## src/rtl/cp0_pkg.sv

```systemverilog
// Shared CP0 definitions: register numbers, exception codes, SR/Cause field layout.
// The Count/Compare registers only exist when CP0_COUNT_EN is defined.
package cp0_pkg;

  localparam logic [4:0] RegCount   = 5'd9;
  localparam logic [4:0] RegCompare = 5'd11;
  localparam logic [4:0] RegSr      = 5'd12;
  localparam logic [4:0] RegCause   = 5'd13;
  localparam logic [4:0] RegEpc     = 5'd14;
  localparam logic [4:0] RegPrid    = 5'd15;

  localparam logic [4:0] ExcInt  = 5'd0;
  localparam logic [4:0] ExcAdel = 5'd4;
  localparam logic [4:0] ExcAdes = 5'd5;
  localparam logic [4:0] ExcRi   = 5'd10;
  localparam logic [4:0] ExcOv   = 5'd12;

  localparam int unsigned SrIe       = 0;
  localparam int unsigned SrExl      = 1;
  localparam int unsigned SrImLo     = 10;
  localparam int unsigned CauseExcLo = 2;
  localparam int unsigned CauseIpLo  = 10;
  localparam int unsigned CauseBd    = 31;

  localparam logic [31:0] DefaultHandlerPc = 32'h0000_4180;
  localparam logic [31:0] DefaultPrid      = 32'h4A43_0001;

  typedef struct packed {
    logic [5:0] im;
    logic       exl;
    logic       ie;
  } sr_t;

  typedef struct packed {
    logic       bd;
    logic [5:0] ip;
    logic [4:0] exccode;
  } cause_t;

  function automatic logic [31:0] sr_word(sr_t s);
    logic [31:0] w;
    w = '0;
    w[SrImLo +: 6] = s.im;
    w[SrExl]       = s.exl;
    w[SrIe]        = s.ie;
    return w;
  endfunction

  function automatic logic [31:0] cause_word(cause_t c);
    logic [31:0] w;
    w = '0;
    w[CauseBd]           = c.bd;
    w[CauseIpLo +: 6]    = c.ip;
    w[CauseExcLo +: 5]   = c.exccode;
    return w;
  endfunction

endpackage

```

## src/rtl/cp0_timer.sv

```systemverilog
// Count/Compare timer for CP0; only instantiated when CP0_COUNT_EN is defined.
// timer_pend latches on Count == Compare and clears on a Compare write.
module cp0_timer
  import cp0_pkg::*;
(
  input  logic        clk,
  input  logic        reset_n,
  input  logic        wr_en,
  input  logic [4:0]  addr,
  input  logic [31:0] wdata,
  output logic [31:0] count,
  output logic [31:0] compare,
  output logic        timer_pend
);

  logic [31:0] count_q, count_d, compare_q, compare_d;
  logic        pend_q, pend_d;

  always_comb begin
    count_d   = count_q + 32'd1;
    compare_d = compare_q;
    pend_d    = pend_q | (count_q == compare_q);
    if (wr_en && addr == RegCount) begin
      count_d = wdata;
    end
    if (wr_en && addr == RegCompare) begin
      compare_d = wdata;
      pend_d    = 1'b0;
    end
  end

  always_ff @(posedge clk or negedge reset_n) begin
    if (!reset_n) begin
      count_q   <= '0;
      compare_q <= '0;
      pend_q    <= 1'b0;
    end else begin
      count_q   <= count_d;
      compare_q <= compare_d;
      pend_q    <= pend_d;
    end
  end

  assign count      = count_q;
  assign compare    = compare_q;
  assign timer_pend = pend_q;

endmodule

```

## src/rtl/cp0_exc_ctrl.sv

```systemverilog
// CP0 exception/interrupt controller beside the M stage: SR/Cause/EPC, flush and redirect.
// Define CP0_COUNT_EN to add Count/Compare and the timer interrupt on hwint[5].
module cp0_exc_ctrl
  import cp0_pkg::*;
#(
  parameter logic [31:0] HANDLER_PC = DefaultHandlerPc,
  parameter logic [31:0] PRID       = DefaultPrid
) (
  input  logic        clk,
  input  logic        reset_n,
  input  logic [31:0] pc_m,
  input  logic        valid_m,
  input  logic [4:0]  exccode_m,
  input  logic        bd_m,
  input  logic [5:0]  hwint,
  input  logic        cp0_we,
  input  logic [4:0]  cp0_addr,
  input  logic [31:0] cp0_wdata,
  input  logic        eret_m,
  output logic [31:0] cp0_rdata,
  output logic        exc_req,
  output logic [31:0] exc_pc,
  output logic [31:0] epc_out
);

  sr_t         sr_q, sr_d;
  cause_t      cause_q, cause_d;
  logic [31:0] epc_q, epc_d;
  logic [31:0] pc_hold_q;
  logic        bd_hold_q;
  logic [5:0]  ip_src;
  logic        int_pend, exc_pend;
  logic [31:0] victim_pc, victim_epc;
  logic        victim_bd;

`ifdef CP0_COUNT_EN
  logic [31:0] count, compare;
  logic        timer_pend;

  cp0_timer u_timer (
    .clk        (clk),
    .reset_n    (reset_n),
    .wr_en      (cp0_we & ~exc_req),
    .addr       (cp0_addr),
    .wdata      (cp0_wdata),
    .count      (count),
    .compare    (compare),
    .timer_pend (timer_pend)
  );

  assign ip_src = {hwint[5] | timer_pend, hwint[4:0]};
`else
  assign ip_src = hwint;
`endif

  // Registered IP gives one cycle of interrupt latency.
  assign int_pend = (|(cause_q.ip & sr_q.im)) & sr_q.ie & ~sr_q.exl;
  assign exc_pend = (exccode_m != ExcInt) & valid_m & ~sr_q.exl;
  assign exc_req  = int_pend | exc_pend;

  // A bubble in M blames the last real instruction that passed through.
  assign victim_pc  = valid_m ? pc_m : pc_hold_q;
  assign victim_bd  = valid_m ? bd_m : bd_hold_q;
  assign victim_epc = (victim_pc - {29'd0, victim_bd, 2'b00}) & ~32'd3;

  always_comb begin
    sr_d       = sr_q;
    cause_d    = cause_q;
    epc_d      = epc_q;
    cause_d.ip = ip_src;
    if (exc_req) begin
      sr_d.exl        = 1'b1;
      cause_d.exccode = int_pend ? ExcInt : exccode_m;
      cause_d.bd      = victim_bd;
      epc_d           = victim_epc;
    end else begin
      if (cp0_we) begin
        case (cp0_addr)
          RegSr: begin
            sr_d.im  = cp0_wdata[SrImLo +: 6];
            sr_d.exl = cp0_wdata[SrExl];
            sr_d.ie  = cp0_wdata[SrIe];
          end
          RegEpc:  epc_d = cp0_wdata & ~32'd3;
          default: ;
        endcase
      end
      if (eret_m) begin
        sr_d.exl = 1'b0;
      end
    end
  end

  always_ff @(posedge clk or negedge reset_n) begin
    if (!reset_n) begin
      sr_q      <= '0;
      cause_q   <= '0;
      epc_q     <= '0;
      pc_hold_q <= '0;
      bd_hold_q <= 1'b0;
    end else begin
      sr_q    <= sr_d;
      cause_q <= cause_d;
      epc_q   <= epc_d;
      if (valid_m) begin
        pc_hold_q <= pc_m;
        bd_hold_q <= bd_m;
      end
    end
  end

  always_comb begin
    cp0_rdata = '0;
    case (cp0_addr)
      RegSr:      cp0_rdata = sr_word(sr_q);
      RegCause:   cp0_rdata = cause_word(cause_q);
      RegEpc:     cp0_rdata = epc_q;
      RegPrid:    cp0_rdata = PRID;
`ifdef CP0_COUNT_EN
      RegCount:   cp0_rdata = count;
      RegCompare: cp0_rdata = compare;
`endif
      default:    cp0_rdata = '0;
    endcase
  end

  assign exc_pc  = HANDLER_PC;
  assign epc_out = epc_q;

endmodule

```

## config.mk

```make
export PLATFORM = sky130hd
export DESIGN_NAME = cp0_exc_ctrl
export DESIGN_NICKNAME = d
export VERILOG_FILES = /design/src/rtl/cp0_pkg.sv /design/src/rtl/cp0_timer.sv /design/src/rtl/cp0_exc_ctrl.sv
export SDC_FILE = /design/constraint.sdc
export NUM_CORES = 1
export LEC_CHECK = 0
export CAP_MARGIN = 5
export CORE_UTILIZATION = 36
export CTS_BUF_LIST = sky130_fd_sc_hd__clkbuf_4 sky130_fd_sc_hd__clkbuf_8
export CTS_CLUSTER_DIAMETER = 30
export CTS_CLUSTER_SIZE = 20
export DETAILED_ROUTE_END_ITERATION = 8
export PLACE_DENSITY = 0.69
export SETUP_SLACK_MARGIN = 0.1
export SYNTH_ARGS = -nofsm -noshare
export SYNTH_HDL_FRONTEND = slang
export SYNTH_SLANG_ARGS = --single-unit
```

## constraint.sdc

```tcl
create_clock -name clk -period 3.8 [get_ports clk]
set_input_delay 0.57 -clock clk [delete_from_list [all_inputs] [get_ports clk]]
set_output_delay 0.57 -clock clk [all_outputs]
set_load 0.1 [all_outputs]
```

# Yosys cells after proc, flatten, opt, wreduce, memory -nomap -nowiden

Cells that the tools add are included.

Mux-type cells: 11
Equal/unequal tests: 4
Bitwise logic cells: 8
Add/subtract/negate cells: 1
Reduce and logical (&&, ||, !) cells: 9

Operators with widths:

| operator                                                         | count |
|---|---|
| 32-bit two-way mux                                               | 4 |
| 32-bit case mux with 4 select lines                              | 1 |
| 32-bit by 3-bit subtractor with 32-bit output                    | 1 |
| 5-bit by 4-bit == test with 1-bit output (second input constant) | 4 |
| 6-bit AND                                                        | 1 |
| 3-bit nonzero test                                               | 2 |
| 6-bit OR reduction                                               | 1 |
| 5-bit two-way mux                                                | 1 |
| 5-bit nonzero test                                               | 1 |
| 1-bit AND                                                        | 4 |
| 2-bit two-way mux                                                | 2 |
| 2-bit AND reduction                                              | 2 |
| 2-bit nonzero test                                               | 2 |
| 1-bit two-way mux                                                | 3 |
| 3-bit AND reduction                                              | 1 |
| 1-bit inverter                                                   | 2 |
| 1-bit OR                                                         | 1 |

Bits in registers: 85

# Longest topological paths before layout

Gate-level depths: netlist (run 1).

Word-level depth: 7
Gate-level depth with buffers: 12

# Least setup slack after synthesis (run 1)

No wires, ideal clock.

Kind: input-to-output
Start point: input cp0_addr[4]
End point: output cp0_rdata[10]
Setup slack: 306 ps
Data required time: 3230 ps
Arrival: 2924 ps
Path buffers: 2
Stages on the path: 5
Cells stage by stage: nor4bb_1 -> clkbuf_1 -> clkbuf_1 -> nand2_1 -> a21oi_1

Cells in the longest elaborated chain, start to end: 2
Elaborated cells on any way between the ends: 5
Classes of those cells: 4 x eq/ne; 1 x mux

RTL lines:

| what                                     | RTL line            | text |
|---|---|---|
| start: declaration                       | cp0_exc_ctrl.sv:17  | `input logic [4:0] cp0_addr,` |
| 5-bit by 4-bit == test with 1-bit output | cp0_exc_ctrl.sv:114 | `case (cp0_addr)` |
| 32-bit case mux with 4 select lines (*)  | cp0_exc_ctrl.sv:114 |  |
| end: declaration                         | cp0_exc_ctrl.sv:20  | `output logic [31:0] cp0_rdata,` |

Every way passes the cells marked *; elsewhere a longest branch is shown, timed or not.

# Worst setup path after layout (run 1)

Start point: input cp0_addr[4]
End point: output cp0_rdata[31]

The elaborated chain is that of the path after synthesis.

==> results.txt, run 1 <==
The flow ran to the end, and the final reports show no timing, DRC or antenna violations. The largest stage delay on the critical path came out at ~0.5 ns. The CTS tree is built. The critical path in this run is classified as in2out. At the end of the flow, the number of nets in the layout was between 600 and 700. The total routing resource utilization after global routing is slightly above 20%. For this design the total switching power over the nets is ~0.0023 W. The count of nets left with antenna violations once routing finished came out at 0. The flip-flop and latch count after synthesis is 81. The number of optimization iterations in the first detailed-route pass came out at 4.

Max-cap violations in this run came to 0. After synthesis, the largest family of logic cells by area is simple AND/OR/NAND/NOR gates. The post-route clock skew came out at between 0.009 and 0.01 ns. The worst setup path is captured at an output pin. The die span in y is between 100 and 150 um. The number of clock sinks came out at slightly above 80.

The top cell types in the final layout, fill and taps aside, are clkdlybuf4s50_1, dfrtp_1, nand2_1. The switching portion of total power came out at between 50% and 60%. The share of synthesized registers carrying an async set or reset is between 90% and 100%. The number of warnings printed during yosys synthesis is 0. Summing the areas of all compound-gate instances in the mapped netlist gives 13.68% of the synthesized area.

Fill cells in the final layout number ~1200. The post-cts sizing count came out at 0. The count of buffers added on input and output ports is between 100 and 150.

The clock share of power is about 17%. After clock tree synthesis, the clock-pin slew on the worst setup and hold paths is approximately 0.08 ns. The setup fix buffers added after clock tree synthesis is 0. The maximum fanout count along the critical path came out at 8. The fraction of synthesized cell area in xor and xnor cells is about 2.5%. The summed negative setup slack over all endpoints is 0 ns. The initial cell density of the core is a little under two fifths. Entering global routing, the biggest net connects 82 pins.

The clock latency reported for the late side of the worst-skew pair came out at around 0.37 ns. The total count of hold-check failures in the final report was 0. The critical path arrival is 2.43 ns. After synthesis, the share of cell area in mux cells is 15.58%.

Traced cell by cell, the critical path runs through clkdlybuf4s50_1, and4b_1, nor2b_1, a22o_1, buf_12. The cell sitting at the root of the clock tree is a clkbuf_8. The tightest min-delay check is of the in2async type.

STA puts the critical path data required time at roughly 3.2 ns. Setup repair after global routing left no endpoint under its margin. The area of the mapped netlist is 4873 um2.

The part of the total power dissipated in sequential elements came out at 29.1%. Across the VDD grid, the largest voltage drop is roughly 350 uV. In the post-route analysis, the smallest setup slack over all paths is ~0.80 ns. The violation count after the first detailed-route iteration is around 270. The total number of vias is 4066. approximately 180 I/O pins were placed. The largest area contributor in the synthesized netlist is dfrtp_1. In the routed layout, each cell is associated on average with a via count of roughly 5.2. The final critical delay including setup and external delays is about 3 ns. The via count of the first global-routing pass came out at a little over 4000. In the synthesized netlist, the number of instances is around 480. The prevailing post-synth register cell is dfrtp_1. The commonest non-fill, non-tap cell in the layout is clkdlybuf4s50_1. The part of the total power dissipated in combinational logic is a little over half. The total power came out at 0.004371 W. The final critical path takes up 78.93% of the cycle. The share of post-route cells with drive strength above 1 is 20.39%. The transition time at the pin with the least slew margin came out at around 1.1 ns. The post-synthesis share of cell area spent on full adders, half adders and majority gates came out at 0.5135%.

The buffer depth of the longest clock path came out at 2. The launching element type of the critical path is an input pin. The antenna diode instance count is 0.

The design internal power is 0.002117 W. The final weighted congestion in routability-driven placement is approximately 0.86. Summed over all layers, the routed wires come to roughly 14000 um. Counting the buffers created by CTS gives 9. The total power per unit cell area came out at approximately 650 nW/um2. The max-slew violation count was 0. The area growth from synthesis to layout is 37.82%.

The wire length per cell is 17.55 um. The initial antenna violation count is 0. The number of DRC violations after detailed routing is 0. The number of H-tree levels is 3. The fmax came out at ~330 MHz.

Cells fill just over 50% of the core in the end. The synthesized-area fraction occupied by and/or/nand/nor cells came out at 16.56%. The global-route wire length before repair is 21810 um.

The average instance in the mapped netlist occupies between 10 and 15 um2. In this run the static leakage power is approximately 3 nW. The floorplan step defined a die boundary enclosing around 14000 um2. The total setup violations reported at the end of the flow is 0. The HPWL reported at the end of detailed placement came out at slightly above 10000 um.

After synthesis, flip-flops and latches occupy a little over 40% of the total area. The netlist uses just under 60 different library cells. The overall die width came out at between 100 and 150 um. The number of cell rows is 42. The setup slack at placement came out at between 0.7 and 0.8 ns.

In this run, post-CTS hold repair placed 0 buffers. The total overflow left after global routing is 0. The top cell type by area accounts for just over 40% of the synthesized area. The library cell contributing the largest single delay on the critical path is and4b_1. Yosys mapped a number of flops with a built-in enable equal to 0. After floorplanning, the core was sized to cover ~13000 um2. The max-slew headroom at the worst pin came out at 29.34%. By area the synthesized netlist is led by dfrtp_1, mux2_2, buf_4.
Yosys cell counts (all sizes together) (2+ instances only):
library cell	number
xnor2	14
and4	4
nor4	7
dfrtp	81
nor4b	2
mux2	52
o21ai	27
inv	13
nand2	49
buf	44
a22o	9
nor3b	9
and4b	2
o211ai	2
ha	2
clkbuf	18
and2	4
o31ai	12
a21oi	15
a31o	2
mux2i	17
a21o	8
and3	19
nor2b	2
nor3	15
nand3	3
conb	2
nor2	14
a221oi	6
o22ai	5
a31oi	4
cells by family (layout without fill, tap and decap cells):
family	count (synthesis)	after routing
AO/OA/AOI/OAI	95	95
other	2	34
buffers and inverters	75	181
multiplexers	69	69
flip-flops	81	81
adder cells (fa/ha/maj)	2	2
XOR/XNOR	14	14
AND/OR/NAND/NOR	137	137
layer usage:
metal	wire (um)	share of wire (%)	GRT usage, %	vias up
met2	6626	48	32.43	133
met4	261	1.9	7.212	0
met5	0	0	0	-
met3	744	5.4	4.295	19
met1	6213	45	26.51	2006
li1	-	-	-	1908
area by class of cell:
| class | count | area [um2] | share of cell area [%] |
|---|---|---|---|
| clock buffer | 11 | 151.4 | 2.254 |
| clock inverter | 5 | 77.57 | 1.155 |
| inverter | 13 | 48.80 | 0.7265 |
| multi-input combinational | 351 | 2525 | 37.59 |
| sequential | 81 | 2027 | 30.18 |
| tap | 176 | 220.2 | 3.279 |
| timing repair buffer | 152 | 1667 | 24.81 |
power groups by stage:
stage	logic [W]	clock network, W	registers, W
6_report	0.00236	0.000743	0.00127
4_1_cts	0.00237	0.000754	0.00127
3_3_place_gp	0.00235	0	0.00128
5_1_grt	0.00245	0.000792	0.00130
3_5_place_dp	0.00236	0	0.00129
2_1_floorplan	0.000761	0	0.00230
sequential cells by signal, summed over array words and instances (netlist names):
name / count
bd_hold_q: 1
cause_q: 12
epc_out: 30
pc_hold_q: 30
sr_q: 8
metrics by stage:
stage | cell area (um2) | hold slack, ns | std cells
5_1_grt | 6716 | 0.4774 | 789
3_3_place_gp | 6487 | 0.4726 | 773
6_report | 6716 | 0.3613 | 789
3_5_place_dp | 6487 | 0.4805 | 773
2_1_floorplan | 4994 | 0.2744 | 507
4_1_cts | 6716 | 0.4223 | 789
worst max-delay path: cells and delay by family:
kind | cells | cell delay (ns)
compound gates | 1 | 0.26
simple gates | 2 | 0.95
buf+inv | 2 | 0.65
worst paths after layout:
kind / cells past startpoint / end / slack [ns] / startpoint
setup / recovery: 5 / cp0_rdata[31] / 0.80 / cp0_addr[4]
hold / removal: 1 / cause_q[10]$_DFF_PN0_ / 0.36 / reset_n
setup reg to reg: 7 / epc_out[29]$_DFFE_PN0P_ / 1.42 / pc_hold_q[2]$_DFF_PN0_
hold reg to reg: 2 / cause_q[1]$_DFFE_PN0N_ / 0.49 / cause_q[1]$_DFFE_PN0N_
max in group asynchronous: 1 / pc_hold_q[31]$_DFF_PN0_ / 2.73 / reset_n
min in group clk: 2 / cause_q[1]$_DFFE_PN0N_ / 0.49 / cause_q[1]$_DFFE_PN0N_
No activity file was read; power rests on OpenSTA's default activity.
==> run 2, diff against run 1 <==
clock period = 2.9 ns   (was 3.8 ns; I/O delays follow)
==> run 2 against run 1 <==
Count of clock-buffer cells in the layout did not move. Cell area rose by 3.2%. Non-clock buffer count rose by 10. First-iteration DRC count fell by 10%. Sequential power rose by 32%. Sequential cell count did not move. Critical endpoint is now cp0_rdata[4].
==> results.txt, run 2 (same netlist as run 1, synthesis figures left out) <==
The run finished with clean final reports. The area of the core came to 13240 um2 (unchanged). The cell area after placement came out at 6685 um2 (+3.0%).

The number of optimization iterations in the first detailed-route pass is 7 (+3). The setup fix buffers added after clock tree synthesis came to 0 (unchanged). The part of the total power dissipated in combinational logic is 53.1% (-0.9 points). The post-cts hold buffer count came out at 0 (unchanged). Clock tree synthesis selected as its root buffer the cell clkbuf_8. The summed negative setup slack over all endpoints came to 0 ns (unchanged). The via density per instance came out at 5.016 (-2.7%). The launching element type of the critical path is an input pin.

The post-route worst hold slack came out at 0.2352 ns (-0.1261 ns). The post-cts sizing count is 0 (unchanged). The design internal power is 0.002798 W (+32%). The number of clock sinks came out at 81 (unchanged).

The wire length per cell was 17.23 um (-1.8%). Setup repair after global routing left no endpoint under its margin. The net switching power came out at 0.002954 W (+31%). The top-level port count came out at 183 (unchanged).

The number of DRC violations after detailed routing came out at 0 (unchanged). The die span in y came out at 118.4 um (unchanged). The worst setup path is of the in2out kind. The overall die area is 14010 um2 (unchanged). The max-slew violation count came out at 0 (unchanged). The final weighted congestion in routability-driven placement is 0.8833 (+2.6%).

In this run the worst hold path is classified as in2async. The via count of the first global-routing pass is 3920 (-3.1%). The data required time at the worst endpoint is 2.47 ns (-0.76 ns). The CTS buffer count came to 9 (unchanged). The combined buffer and inverter count along the critical path is 3 (+1). The clock transition time at the flip-flop clock pins of the worst setup and hold paths is 0.08 ns (about the same). The initial antenna violation count came out at 0 (unchanged). The violation count after the first detailed-route iteration came out at 244 (-10%). The post-route clock period utilization came out at about nine tenths. The transition time at the pin with the least slew margin is 1.044 ns (-0.01567 ns). The worst supply voltage drop on vdd came out at 363.3 uV (+4.1%). The buffer depth of the longest clock path is 2 (unchanged). The part of the total power dissipated in sequential elements is 29.2% (about the same).

The max-slew headroom at the worst pin is 30.38% (+1.0 points). The post-route clock skew is 0.005621 ns (-0.003408 ns). The antenna diode instance count was 0 (unchanged). Relative to the synthesized area, the layout overhead comes to 42.26%. The routed wire length is 13770 um (-0.59%).

The global-route wire length before repair is 21550 um (-1.2%). Static timing analysis puts the maximum clock frequency at ~390 MHz. The maximum fanout count along the critical path came to 6 (-2).

The CTS tree is built. The total count of hold-check failures in the final report came out at 0 (unchanged). The largest net degree at the start of global routing came out at 82 (unchanged). The number of routed nets with antenna violations came out at 0 (unchanged). The total leakage power came out at 3.129 nW (+4.5%).

The count of nets after finishing is 706 (+1.4%). The library cells used most frequently in the layout, excluding fill and tap cells, are dfrtp_1, clkdlybuf4s50_1, nand2_1. The initial cell density of the core is 36.80% (unchanged). The number of cell rows is 42 (unchanged). The clock share of power was 17.8% (+0.8 points). The critical path arrival came out at 2.16 ns (-0.27 ns). The clock latency reported for the late side of the worst-skew pair came out at 0.35 ns (-0.02 ns). The total number of vias came out at 4008 (-1.4%).

On the critical path, the stage with the largest delay is an instance of clkdlybuf4s50_1. The total global routing overflow is 0 (unchanged). The critical path goes through clkdlybuf4s50_1, nor4bb_4, and2_1, buf_4, a22o_1, buf_12. After layout, the minimum clock period comes to between 2 and 3 ns. The number of H-tree levels was 3 (unchanged). The number of input and output port buffers inserted is 146 (unchanged).

The share of post-route cells with drive strength above 1 is 27.45% (+7.1 points). The total of max-cap violations came out at 0 (unchanged). STA classifies the critical path endpoint as an output pin.

The total power per unit cell area is 829.7 nW/um2 (+27%). The HPWL reported at the end of detailed placement came out at 10600 um (+2.0%). The total setup violations reported at the end of the flow is 0 (unchanged). The largest stage delay on the critical path is 0.48 ns (-0.02 ns). The overall die width is 118.4 um (unchanged).

The filler cell count in the final layout was 1167 (unchanged). The finished layout cell area came out at 6933 um2 (+3.2%). Among cell families on the critical path, the largest total delay comes from buffers and inverters. The total routing resource utilization after global routing is 19.89% (-0.22 points).

The switching portion of total power came out at 51.35% (-0.22 points).
[run 2: changes by cell type in the layout (fill, tap and decap cells not counted), sizes merged]
cell / before / now
bufinv: 2 / 3
clkinv: 2 / 1
clkdlybuf4s50: 111 / 81
buf: 41 / 81
[run 2: layout make-up]
class	count	area [um2]	share of cell area, %
sequential	81	2027	29.24
inverter	13	48.80	0.7038
clock buffer	11	145.1	2.093
timing repair buffer	162	1842	26.57
multi-input combinational	351	2547	36.74
tap	176	220.2	3.176
clock inverter	5	102.6	1.480
[run 2: final timing paths]
kind                                   startpoint                 endpoint  slack, ns  cells past startpoint
setup reg to reg              sr_q[5]$_DFFE_PN0P_      sr_q[0]$_DFFE_PN0P_       0.62                      6
max in group asynchronous                 reset_n  pc_hold_q[10]$_DFF_PN0_       1.97                      1
setup / recovery                      cp0_addr[2]             cp0_rdata[4]       0.31                      6
min in group clk           cause_q[1]$_DFFE_PN0N_   cause_q[1]$_DFFE_PN0N_       0.49                      2
hold / removal                            reset_n    cause_q[10]$_DFF_PN0_       0.24                      1
hold reg to reg            cause_q[1]$_DFFE_PN0N_   cause_q[1]$_DFFE_PN0N_       0.49                      2
[run 2: power groups by stage]
stage / clock [W] / sequential (W) / combinational (W)
2_1_floorplan: 0 / 0.00302 / 0.00100
3_3_place_gp: 0 / 0.00168 / 0.00304
3_5_place_dp: 0 / 0.00170 / 0.00306
4_1_cts: 0.00103 / 0.00168 / 0.00306
5_1_grt: 0.00109 / 0.00171 / 0.00318
6_report: 0.00102 / 0.00168 / 0.00305
[run 2: through the flow]
stage	total power, W	utilization (%)	setup slack [ns]	std cells
final	0.005752	52.35	0.3092	799
after global routing	0.005977	52.35	0.2216	799
after CTS	0.005771	52.35	0.2962	799
after detailed placement	0.004751	50.48	0.2187	783
after global placement	0.004720	50.48	0.2098	783
after floorplan	0.004019	-	0.1156	507
[run 2: metal layers]
| layer | GRT usage [%] | part of all wire (%) | up-vias |
|---|---|---|---|
| met5 | 0 | 0 | - |
| met4 | 8.494 | 2.5 | 0 |
| met3 | 3.427 | 4.5 | 20 |
| met2 | 31.54 | 47 | 124 |
| met1 | 26.65 | 46 | 1932 |
| li1 | - | - | 1932 |
